$ cat config.mk
export PLATFORM = sky130hd
export DESIGN_NAME = kyber_prod_pipe_flat
export DESIGN_NICKNAME = d
export VERILOG_FILES = /design/src/rtl/kyber_prod_pipe_pkg.sv /design/src/rtl/kyber_prod_pipe_if.sv /design/src/rtl/kyber_mul_stage.sv /design/src/rtl/kyber_prod_pipe.sv /design/src/flat_wrapper.sv
export SDC_FILE = /design/constraint.sdc
export NUM_CORES = 1
export LEC_CHECK = 0
export ABC_AREA = 1
export CAP_MARGIN = 5
export CORE_MARGIN = 2
export CORE_UTILIZATION = 55
export CTS_CLUSTER_SIZE = 8
export DETAILED_ROUTE_END_ITERATION = 10
export GPL_TIMING_DRIVEN = 0
export PLACE_DENSITY = 0.72
export REMOVE_ABC_BUFFERS = 1
export SLEW_MARGIN = 20
export SYNTH_ARGS = -nofsm -noshare
export SYNTH_HDL_FRONTEND = slang
export SYNTH_SLANG_ARGS = --single-unit
export TNS_END_PERCENT = 10
$ cat constraint.sdc
create_clock -name clk -period 17.8 [get_ports clk]
set_clock_uncertainty 0.1 [all_clocks]
set_input_delay 1.78 -clock clk [delete_from_list [all_inputs] [get_ports clk]]
set_output_delay 1.78 -clock clk [all_outputs]
set_load 0.02 [all_outputs]
$ cat src/rtl/kyber_prod_pipe_pkg.sv
// kyber_pkg: shared Kyber constants, datapath widths and product-pipe state encoding.
package kyber_pkg;
    localparam int KYBER_Q = 3329;
    localparam int MONT    = -1044;
    localparam int QINV    = -3327;
    localparam int WIDTH   = 16;
    localparam int PWIDTH  = 32;
    localparam int TAGW    = 8;
    typedef enum logic [1:0] {IDLE = 2'd0, ACCUM = 2'd1, HOLD = 2'd2} state_t;
endpackage

$ cat src/rtl/kyber_prod_pipe_if.sv
// kyber_prod_pipe_if: coefficient-pair input stream and product/sum output stream.
interface kyber_prod_pipe_if;
    import kyber_pkg::*;
    logic                     in_valid, in_ready, in_acc, in_last;
    logic signed [WIDTH-1:0]  in_a, in_b;
    logic [TAGW-1:0]          in_tag;
    logic                     out_valid, out_ready;
    logic signed [PWIDTH-1:0] out_p;
    logic [TAGW-1:0]          out_tag;
    logic [15:0]              beat_cnt;
    modport slave (
        input  in_valid, in_a, in_b, in_acc, in_last, in_tag, out_ready,
        output in_ready, out_valid, out_p, out_tag, beat_cnt
    );
    modport master (
        output in_valid, in_a, in_b, in_acc, in_last, in_tag, out_ready,
        input  in_ready, out_valid, out_p, out_tag, beat_cnt
    );
endinterface

$ cat src/rtl/kyber_mul_stage.sv
// kyber_mul_stage: registered signed WIDTHxWIDTH multiplier with load enable.
module kyber_mul_stage import kyber_pkg::*; (
    input  logic                     clk,
    input  logic                     rst_n,
    input  logic                     en,
    input  logic signed [WIDTH-1:0]  a,
    input  logic signed [WIDTH-1:0]  b,
    output logic signed [PWIDTH-1:0] p
);
    logic signed [PWIDTH-1:0] ax, bx;
    assign ax = {{(PWIDTH-WIDTH){a[WIDTH-1]}}, a};
    assign bx = {{(PWIDTH-WIDTH){b[WIDTH-1]}}, b};
    always_ff @(posedge clk or negedge rst_n)
        if (!rst_n) p <= '0;
        else if (en) p <= ax * bx;
endmodule

$ cat src/rtl/kyber_prod_pipe.sv
// kyber_prod_pipe: 2-stage signed product pipeline with optional running sum,
// feeding the Montgomery reducer; full-stall backpressure.
module kyber_prod_pipe import kyber_pkg::*; (
    input  logic clk,
    input  logic rst_n,
    kyber_prod_pipe_if.slave io
);
    logic                     s1_valid, s1_acc, s1_last;
    logic signed [WIDTH-1:0]  s1_a, s1_b;
    logic [TAGW-1:0]          s1_tag, s2_tag, out_tag;
    logic                     s2_valid, s2_acc, s2_last, part;
    logic signed [PWIDTH-1:0] s2_p, sum, total, out_p;
    logic [15:0]              beat_cnt;
    state_t                   state;
    logic out_valid, out_fire, s2_adv, s2_free, s1_adv, in_fire, close;

    assign out_valid = state == HOLD;
    assign out_fire  = out_valid && io.out_ready;
    // non-last beats only touch the accumulator, so they never wait on the output
    assign s2_adv    = s2_valid && (!s2_last || !out_valid || io.out_ready);
    assign close     = s2_adv && s2_last;
    assign s2_free   = !s2_valid || s2_adv;
    assign s1_adv    = s1_valid && s2_free;
    assign in_fire   = io.in_valid && io.in_ready;
    assign total     = (s2_acc ? sum : '0) + s2_p;

    assign io.in_ready  = !s1_valid || s2_free;
    assign io.out_valid = out_valid;
    assign io.out_p     = out_p;
    assign io.out_tag   = out_tag;
    assign io.beat_cnt  = beat_cnt;

    kyber_mul_stage u_mul (
        .clk(clk), .rst_n(rst_n), .en(s1_adv), .a(s1_a), .b(s1_b), .p(s2_p)
    );

    always_ff @(posedge clk or negedge rst_n) begin
        if (!rst_n) begin
            s1_valid <= 1'b0;
            s1_acc   <= 1'b0;
            s1_last  <= 1'b0;
            s1_a     <= '0;
            s1_b     <= '0;
            s1_tag   <= '0;
            s2_valid <= 1'b0;
            s2_acc   <= 1'b0;
            s2_last  <= 1'b0;
            s2_tag   <= '0;
            sum      <= '0;
            part     <= 1'b0;
            out_p    <= '0;
            out_tag  <= '0;
            beat_cnt <= '0;
            state    <= IDLE;
        end else begin
            s1_valid <= in_fire || (s1_valid && !s2_free);
            if (in_fire) {s1_a, s1_b, s1_acc, s1_last, s1_tag} <= {io.in_a, io.in_b, io.in_acc, io.in_last, io.in_tag};
            if (s2_free) s2_valid <= s1_valid;
            if (s1_adv) {s2_acc, s2_last, s2_tag} <= {s1_acc, s1_last, s1_tag};
            if (s2_adv) sum <= s2_last ? '0 : total;
            if (s2_adv) part <= !s2_last;
            if (close) {out_p, out_tag} <= {total, s2_tag};
            if (out_fire) beat_cnt <= beat_cnt + 16'd1;
            // a closing beat reloads HOLD even while the previous result drains
            state <= (close || (out_valid && !io.out_ready)) ? HOLD :
                     ((s2_adv ? !s2_last : part) ? ACCUM : IDLE);
        end
    end
endmodule

$ cat src/flat_wrapper.sv
// flat-port wrapper written by rule: the top's interface ports become plain ports
module kyber_prod_pipe_flat import kyber_pkg::*;
  (clk, rst_n, io_in_valid, io_in_a, io_in_b, io_in_acc, io_in_last, io_in_tag, io_out_ready, io_in_ready, io_out_valid, io_out_p, io_out_tag, io_beat_cnt);
  kyber_prod_pipe_if io_i ();
  input  logic clk;
  input  logic rst_n;
  input wire logic [$bits(io_i.in_valid)-1:0] io_in_valid;
  input wire logic [$bits(io_i.in_a)-1:0] io_in_a;
  input wire logic [$bits(io_i.in_b)-1:0] io_in_b;
  input wire logic [$bits(io_i.in_acc)-1:0] io_in_acc;
  input wire logic [$bits(io_i.in_last)-1:0] io_in_last;
  input wire logic [$bits(io_i.in_tag)-1:0] io_in_tag;
  input wire logic [$bits(io_i.out_ready)-1:0] io_out_ready;
  output wire logic [$bits(io_i.in_ready)-1:0] io_in_ready;
  output wire logic [$bits(io_i.out_valid)-1:0] io_out_valid;
  output wire logic [$bits(io_i.out_p)-1:0] io_out_p;
  output wire logic [$bits(io_i.out_tag)-1:0] io_out_tag;
  output wire logic [$bits(io_i.beat_cnt)-1:0] io_beat_cnt;
  assign io_i.in_valid = io_in_valid;
  assign io_i.in_a = io_in_a;
  assign io_i.in_b = io_in_b;
  assign io_i.in_acc = io_in_acc;
  assign io_i.in_last = io_in_last;
  assign io_i.in_tag = io_in_tag;
  assign io_i.out_ready = io_out_ready;
  assign io_in_ready = io_i.in_ready;
  assign io_out_valid = io_i.out_valid;
  assign io_out_p = io_i.out_p;
  assign io_out_tag = io_i.out_tag;
  assign io_beat_cnt = io_i.beat_cnt;
  kyber_prod_pipe u_core (.clk(clk), .rst_n(rst_n), .io(io_i));
endmodule
==> run_results.csv <==
group,metric,value,unit
detailed_routing,drt-vias-per-instance,5.148,
synthesis,synth-async-reset-ratio,100.0,%
synthesis,syn_area,20120,µm²
synthesis,syn_inst,2623,
timing,min_period,6.452,ns
global_route,busiest_layer,"met2",
detailed_routing,vias,16140,
cells_and_area,areaGrowthSynthToFinish,9.148,%
clocking,cts_tree,"yes",
detailed_routing,wirelength,48.22,mm
synthesis,yosys_warnings,0,
detailed_routing,drt_pass1_iterations,5,
clocking,post_cts_buffers,0,
critical_path,critPathMaxFanout,17,
timing,max_slew_margin,28.87,%
run_status,status,"completed",
flow_run,drv_cap,0,
timing,fmax,155.0,MHz
clocking,cts_resized,0,
cells_and_area,finalNetCount,3078,
floorplan,die_w,195.3,µm
synthesis,synth_top_area_share,26.17,%
synthesis,synth_edf_count,0,
synthesis,synth_flop_cell,"dfrtp_1",
detailed_routing,wire_per_inst,15.38,µm
synthesis,syn_area_per_cell,7.671,µm²
synthesis,ys_ff_latch,177,
critical_path,start_kind,"register",
global_route,grt_usage,27.06,%
synthesis,synth_common_cells,"861 x nand2_1, 616 x inv_1, 263 x fa_1",
critical_path,slowest_delay,0.85,ns
critical_path,path_common_cell,"fa_1",
floorplan,dieHeight,195.3,µm
clocking,clockBufferDepth,2,
hold_path,hp-class,"reg -> reg",
timing,hold_violations,0,
detailed_routing,first_iter_violations,792,
hold_path,min-delay-start,"u_core.s1_acc$_DFFE_PN0P_",
critical_path,critPathCaptureType,"register",
timing,worstMarginPinSlew,1.060,ns
clocking,cts_root_buffer,"clkbuf_16",
timing,rsz0062_at_grt,"no",
global_route,grt_max_degree,79,
global_route,grt_pass1_vias,17110,
synthesis,synth_cell_types,45,
synthesis,synth_top_area_cell,"fa_1",
critical_path,r2r_start,"u_core.s1_a[15]$_DFFE_PN0P_",
detailed_routing,detail-route-antenna-nets,0,
synthesis,yosysMostFrequentCell,"nand2_1",
placed_design,port_buffers,103,
timing,slew_violations,0,
global_route,grt_antenna_before_repair,0,
clocking,clkLatencyLatePin,0.46,ns
timing,setup_tns,0,ns
floorplan,io_pins,104,
clocking,cts_hold_buf,0,
global_route,use_met3,3.541,%
placed_design,dp_hpwl,38.68,mm
floorplan,dieArea,38130,µm²
critical_path,cp.arrival,6.74,ns
floorplan,core_area,36350,µm²
clocking,htreeDepth,4,
timing,finalCritPeriodShare,36.25,%
cells_and_area,layout-drive-gt1-share,3.411,%
critical_path,crit_required,18.09,ns
global_route,grt_first_pass_wirelength,82.25,mm
clocking,cts_buffers,17,
global_route,overflow,0,
clocking,path_clk_slew,0.07,ns
floorplan,rows,70,
critical_path,cpMaxStageDelayCell,"fa_1",
detailed_routing,drc,0,
critical_path,crit_start,"u_core.s1_a[15]$_DFFE_PN0P_",
placed_design,place_congestion,0.9387,
clocking,cts_sinks,177,
global_route,use_met2,49.59,%
synthesis,ys_top_cells_by_area,"fa_1 26%, dfrtp_1 22%, nand2_1 16%",
critical_path,crit_path_cell_trace,"nand2_1, inv_1, fa_1, fa_1, inv_1, fa_1, fa_1, fa_1, fa_1, inv_1, ha_1, nand2_1, nor2_1, inv_1, nor2_1, nand4_1, nand3_1, nor2_1, nand3b_1, nand2_1",
floorplan,start_util,55.36,%
global_route,grt_util_met1,33.31,%
timing,setup_viol,0,
synthesis,ys_seq_area_share,22.01,%
cells_and_area,n_antenna_cell,0,
critical_path,crit_type,"reg -> reg",
## area by class of cell
cell class / instances / area [µm²]
inverters: 623 / 2338
fillers: 3260 / 14390
clock buffers: 20 / 456.7
well taps: 468 / 585.6
clock inverters: 12 / 107.6
multi-input cells: 1731 / 12950
flip-flops and latches: 177 / 4431
repair buffers: 105 / 1091
## cell families (layout without fill, tap and decap cells)
| family | Yosys count | after routing | synth area share (%) |
|---|---|---|---|
| muxes | 42 | 42 | 2.351 |
| DFF | 177 | 177 | 22.01 |
| AOI/OAI and AO/OA | 110 | 110 | 3.022 |
| xor gates and xnor gates | 38 | 38 | 1.691 |
| buffers and inverters | 715 | 760 | 13.66 |
| adders and majority gates | 377 | 377 | 33.26 |
| and+or+nand+nor | 1164 | 1164 | 24.01 |
## cells in the final DEF, fill, tap and decap left out, types with 17 or more instances in the layout
master           count
nor2_1              93
xnor2_1             21
inv_1              615
nand2_1            861
clkdlybuf4s50_1    102
clkbuf_16           17
mux2_1              38
nand3_1            118
dfrtp_1            176
fa_1               263
a21oi_1             48
nand4_1             21
ha_1               114
o21ai_0             37
## stage by stage
| stage | std cells | hold slack [ns] | worst slack, ns | util (%) | area [µm²] |
|---|---|---|---|---|---|
| 2_1_floorplan | 2531 | 0.3364 | 12.31 | - | 19710 |
| 3_5_place_dp | 3104 | 0.3518 | 11.39 | 58.86 | 21400 |
| 5_1_grt | 3136 | 0.3856 | 10.90 | 60.42 | 21960 |
| 4_1_cts | 3136 | 0.3676 | 11.35 | 60.42 | 21960 |
| 6_report | 3136 | 0.3627 | 11.35 | 60.42 | 21960 |
| 3_3_place_gp | 3102 | 0.3479 | 7.476 | 58.68 | 21330 |
## critical path, delay by kind of cell, from the launching register on
kind / cells / cell delay, ns
fa+ha+maj: 7 / 3.79
simple gates: 9 / 1.23
buf+inv: 4 / 0.42
flops: 1 / 0.82
## registers in the layout (all words and copies together) (netlist names), 16 cells and up
signal	count
u_core.sum	32
u_core.u_mul.p	32
u_core.io.out_p	32
u_core.s1_a	16
u_core.io.beat_cnt	16
u_core.s1_b	16
## layer usage
layer  vias up  share of wire, %
li1       7775                 -
met1      7925                42
met2       370                52
met3        74               4.3
met4         0               2.0
met5         -                 0
## path summary, 6_finish.rpt
| check | endpoint | slack (ns) | cells past startpoint |
|---|---|---|---|
| max | u_core.u_mul.p[23]$_DFFE_PN0P_ | 11.35 | 20 |
| min | u_core.s2_acc$_DFFE_PN0P_ | 0.36 | 2 |
| max reg2reg | u_core.u_mul.p[23]$_DFFE_PN0P_ | 11.35 | 20 |
| min reg2reg | u_core.s2_acc$_DFFE_PN0P_ | 0.36 | 2 |
| max in group asynchronous | u_core.s2_acc$_DFFE_PN0P_ | 15.47 | 3 |
| min in group asynchronous | u_core.io.out_p[4]$_DFFE_PN0P_ | 1.09 | 1 |
Power is not shown: default switching activity piles up to over one toggle a cycle in this logic, so the estimate is an artifact.
